<file path="src/rtl/sub4_core.sv">
// Registered ripple-carry subtractor: {carry_out, sub_out} = a + ~b + cin, where carry_out = 1 means no borrow.
// Latency: 1 cycle from an accepted in_valid to out_valid and result; there are no combinational paths from inputs to outputs.
// Backpressure: none. Every in_valid cycle is accepted, and back-to-back inputs give back-to-back results in order.
//
// Ports:
//   clk        rising-edge clock
//   rst        synchronous active-high reset; has priority over in_valid
//   in_valid   a/b (and borrow_in) are valid this cycle
//   a, b       WIDTH-bit unsigned minuend / subtrahend
//   borrow_in  borrow into the LSB (only when SUB4_BORROW_IN_EN is defined)
//   sub_out    registered difference, modulo 2^WIDTH
//   carry_out  registered carry out of the MSB (1 = a >= b [+ borrow_in])
//   out_valid  result registers were loaded by the previous cycle's input
//
// Build option: define SUB4_BORROW_IN_EN to add the borrow_in port, with cin = ~borrow_in.
// Without it, cin is tied to 1.
module sub4_core #(
    parameter int WIDTH = 4
) (
    input  logic             clk,
    input  logic             rst,
    input  logic             in_valid,
    input  logic [WIDTH-1:0] a,
    input  logic [WIDTH-1:0] b,
`ifdef SUB4_BORROW_IN_EN
    input  logic             borrow_in,
`endif
    output logic [WIDTH-1:0] sub_out,
    output logic             carry_out,
    output logic             out_valid
);

    logic             w_cin;
    logic [WIDTH-1:0] w_b_n;
    logic [WIDTH-1:0] w_sum;
    logic [WIDTH:0]   w_c;

    logic [WIDTH-1:0] r_sub;
    logic             r_carry;
    logic             r_valid;

    // A borrow into the LSB is the same as dropping the "+1" of the two's complement.
`ifdef SUB4_BORROW_IN_EN
    assign w_cin = ~borrow_in;
`else
    assign w_cin = 1'b1;
`endif

    assign w_b_n = ~b;

    // Bitwise ripple chain of full adders. It is kept in one process so that
    // the carry vector is written and read in a single block.
    always_comb begin
        w_sum  = '0;
        w_c    = '0;
        w_c[0] = w_cin;
        for (int i = 0; i < WIDTH; i++) begin
            w_sum[i]  = a[i] ^ w_b_n[i] ^ w_c[i];
            w_c[i+1]  = (a[i] & w_b_n[i]) | (a[i] & w_c[i]) | (w_b_n[i] & w_c[i]);
        end
    end

    // The result registers hold when in_valid is low, so the outputs keep the last result.
    always_ff @(posedge clk) begin
        if (rst) begin
            r_sub   <= '0;
            r_carry <= 1'b0;
            r_valid <= 1'b0;
        end else begin
            r_valid <= in_valid;
            if (in_valid) begin
                r_sub   <= w_sum;
                r_carry <= w_c[WIDTH];
            end
        end
    end

    assign sub_out   = r_sub;
    assign carry_out = r_carry;
    assign out_valid = r_valid;

endmodule

</file>
<file path="config.mk">
export PLATFORM = sky130hd
export DESIGN_NAME = sub4_core
export DESIGN_NICKNAME = d
export VERILOG_FILES = /design/src/rtl/sub4_core.sv
export SDC_FILE = /design/constraint.sdc
export NUM_CORES = 1
export LEC_CHECK = 0
export CAP_MARGIN = 5
export CORE_AREA = 2 2 39 41
export CTS_BUF_LIST = sky130_fd_sc_hd__clkbuf_4 sky130_fd_sc_hd__clkbuf_8 sky130_fd_sc_hd__clkbuf_16
export CTS_CLUSTER_SIZE = 25
export DETAILED_ROUTE_END_ITERATION = 7
export DIE_AREA = 0 0 41 43
export SLEW_MARGIN = 0
export SYNTH_ARGS = -nofsm -noshare
export SYNTH_HDL_FRONTEND = slang
export SYNTH_SLANG_ARGS = --single-unit
export TNS_END_PERCENT = 5
</file>
<file path="constraint.sdc">
create_clock -name clk -period 5 [get_ports clk]
set_input_delay 0.5 -clock clk [delete_from_list [all_inputs] [get_ports clk]]
set_output_delay 0.5 -clock clk [all_outputs]
set_load 0.005 [all_outputs]
</file>
## After elaboration in Yosys (flattened, before gate mapping)

Cells that the tools add are included.

| storage, ports and cells | value |
|---|---|
| register bits | 6 |
| input port bits | 11 |
| output and inout port bits | 6 |
| word-level logic and storage cells | 30 |

| operators by class | value |
|---|---|
| bitwise gates (word level) | 27 |

Operators with widths:

| kind | count |
|---|---|
| $and A1 B1 Y1 | 10 |
| $or A1 B1 Y1 | 8 |
| $xor A1 B1 Y1 | 7 |
| $not A4 Y4 | 1 |
| $not A1 Y1 | 1 |

## Depth between registers and ports, before layout

| logic depth | value |
|---|---|
| depth in word-level cells | 13 |
| gate-level depth with buffers | 8 |
| mapped depth without buffers | 8 |

## Least setup slack after synthesis

OpenSTA, ideal clock, no wires.

| timing | value |
|---|---|
| kind | in2reg |
| start | input port a[0] |
| end | register r_sub[3] (netlist: sub_out[3]) |
| setup time | 114 ps |
| data arrival time | 2069 ps |
| required time | 4886 ps |
| setup slack | 2817 ps |
| stages on the path | 8 |
| path buffers | 0 |
| cell sequence | inv_1 > ha_1 > fa_1 > fa_1 > inv_1 > fa_1 > mux2i_1 > nor2_1 |

| between the ends | value |
|---|---|
| word-level cells in the longest chain between the ends | 10 |
| elaborated cells on any way between the ends | 12 |
| those cells by class | bitwise (12) |

RTL lines:

| what | RTL line | source |
|---|---|---|
| start: declaration | 23 | `input logic [WIDTH-1:0] a,` |
| $and A1 B1 Y1 | 59 | `w_c[i+1] = (a[i] & w_b_n[i]) \| (a[i] & w_c[i]) \| (w_b_n[i] & w_c[i]);` |
| $or A1 B1 Y1 (*) (2 in series) | 59 |  |
| $and A1 B1 Y1 | 59 |  |
| $or A1 B1 Y1 | 59 |  |
| $or A1 B1 Y1 (*) | 59 |  |
| $and A1 B1 Y1 | 59 |  |
| $or A1 B1 Y1 | 59 |  |
| $or A1 B1 Y1 (*) | 59 |  |
| $xor A1 B1 Y1 (*) | 58 | `w_sum[i] = a[i] ^ w_b_n[i] ^ w_c[i];` |
| net w_sum[3] | 35 | `logic [WIDTH-1:0] w_sum;` |
| end signal: assignment | 72 | `r_sub <= w_sum;` |
| end: declaration | 38 | `logic [WIDTH-1:0] r_sub;` |

Mark *: on every way through the listed nets, which the timed path passes. The rest lies on a longest branch.
A chain may end at the register's enable or synchronous reset.

## Worst setup path after layout

Ends and elaborated chain as after synthesis.

==> impl_metrics.yaml <==
routing:
  drtIter0Drc: 2
  routed_wl_um: 555
  wl_per_cell_um: 9.10
  ant_nets: 0
  vias: 243
  firstDrtPassIters: 4
  viasPerCell: 3.98
  drc_errors: 0
logic_synthesis:
  ys_seq_elements: 6
  synthCells: 27
  synthTopCellsByArea: "dfxtp_1 (39%), fa_1 (20%), a211oi_2 (12%)"
  syn_nets: 42
  avgSynthCellArea_sq_um: 11.3
  ys_seq_area_frac: 0.393
  yosys_warnings: 0
  synthesis.area_sq_um: 305
  synth_top_cell_by_area: "dfxtp_1"
  synth_top_area_share: 0.393
  synth_cell_types: 9
sta:
  rsz0062_at_grt: "false"
  finalHoldViolations: 0
  worst_pin_slew_ns: 0.420
  fmax_ghz: 0.403
  min_period_ns: 2.48
  skew_ns: 0
  relSlewSlack: 0.719
  drv_slew: 0
  tns_ns: 0
  setup_viol: 0
  fin_crit_sh: 0.496
floorplanning:
  start_util: 0.221
  core_sq_um: 1380
  io_pins: 17
  num_rows: 14
  fp.dieW_um: 41
  chipHeight_um: 43
  die_area_sq_um: 1760
flow_run:
  maxCapViolations: 0
clock_tree:
  cts_resized: 0
  cts_setup_buffers: 0
  cts_buffers: 3
  clock_sinks: 6
  cts_tree: "done"
  postCtsHoldBufs: 0
  cts.reportedPaths.clkPinSlew_ns: 0.05
  cts_max_path_buffers: 2
  root_buffer: "clkbuf_4"
  worstSkewPairLatency_ns: 0.24
  cts_max_level: 1
finish:
  diodes: 0
  layout_commonest_cell: "clkdlybuf4s50_1"
  design_area_sq_um: 497
  syn_to_final_growth_pct: 62.7
  final_layout_size_suffix_gt1_frac: 0.133
  fillers: 153
  fin_nets: 62
  utilization: 0.359
  final_cell_mix: "clkdlybuf4s50_1 (16), dfxtp_1 (6), inv_1 (5), nor2_1 (5)"
global_routing:
  grt_pass1_wl_um: 1080
  first_global_vias: 253
  globalRouteTotalUtil: 0.0918
  grt_max_degree: 10
  antenna_found_initial: 0
  grt_remaining_overflow: 0
setup_path:
  endpoint_kind: "register"
  crit_arrival_ns: 2.60
  critPathKind: "input port to register"
  cp-start-kind: "input port"
  worstPathRequired_ns: 5.12
  cp_max_fo: 1
pwr:
  powerDensity_nw_per_um2: 259
  leakagePower_nw: 0.210
  total_power_mw: 0.129
  vdd_drop_max_v: 0.000111
placed_design:
  portBuffers: 16
  place_area_sq_um: 474
  globalplace.congestion: 0.657
outcome:
  status: "completed"
worst_hold_path:
  hold_path.class: "register to register"
==> through the flow <==
stage               hold WS, ns  worst slack (ns)  instances
floorplan                 0.485              2.82         27
global placement          0.483              2.28         58
detailed placement        0.486              2.25         58
CTS                       0.497              2.51         61
global route              0.539              2.41         61
finish                    0.492              2.52         61
==> flip-flops by register name (all words and copies together) (netlist names) <==
name and flops:
carry_out 1, sub_out 4, out_valid 1
==> report_power, final <==
part | switching [mW] | internal [mW] | total, mW | leakage, nW
clock | 0.0170 | 0.0271 | 0.0441 | 0.0138
combinational | 0.0111 | 0.0198 | 0.0309 | 0.147
sequential | 0.00175 | 0.0521 | 0.0538 | 0.0498
total | 0.0298 | 0.0990 | 0.129 | 0.210
==> critical path, cell delays in order <==
cell	delay (ns)
clkdlybuf4s50_1	0.45
inv_1	0.04
ha_1	0.19
fa_1	0.38
fa_1	0.37
inv_1	0.08
fa_1	0.40
mux2i_1	0.14
nor2_1	0.05
==> cell usage after synthesis <==
cell and count:
nor2b_1 1, ha_1 1, buf_6 1, fa_1 3, inv_1 5, nor2_1 5, dfxtp_1 6, mux2i_1 2
a211oi_2 3
==> layout make-up <==
cell class | count | area, sq um | share of cell area
sequential | 6 | 120 | 0.242
multi-input combinational | 15 | 155 | 0.312
timing repair buffer | 16 | 160 | 0.322
inverter | 5 | 18.8 | 0.0378
tap | 16 | 20.0 | 0.0403
clock buffer | 3 | 22.5 | 0.0453
==> cell families after synthesis <==
logic type	after synthesis	synth area share
buffers and inverters	6	0.0984
AO/OA/AOI/OAI	3	0.123
AND/OR/NAND/NOR	6	0.0820
multiplexers	2	0.0656
adder cells (fa/ha/maj)	4	0.238
flip-flops	6	0.393
==> per-layer routing <==
metal / vias up / share of wire / GRT usage
li1: 120 / - / -
met5: - / 0 / 0
met3: 2 / 0.099 / 0.0157
met2: 11 / 0.44 / 0.109
met4: 0 / 0.011 / 0.0800
met1: 110 / 0.45 / 0.134
==> worst paths after layout <==
check	from	endpoint	slack (ns)	cells past startpoint
hold / removal	carry_out	carry_out	0.49	2
setup reg to reg	sub_out[0]	sub_out[0]	4.40	2
hold reg to reg	carry_out	carry_out	0.49	2
setup / recovery	a[0]	sub_out[3]	2.52	9
(Power assumes the default switching activity.)
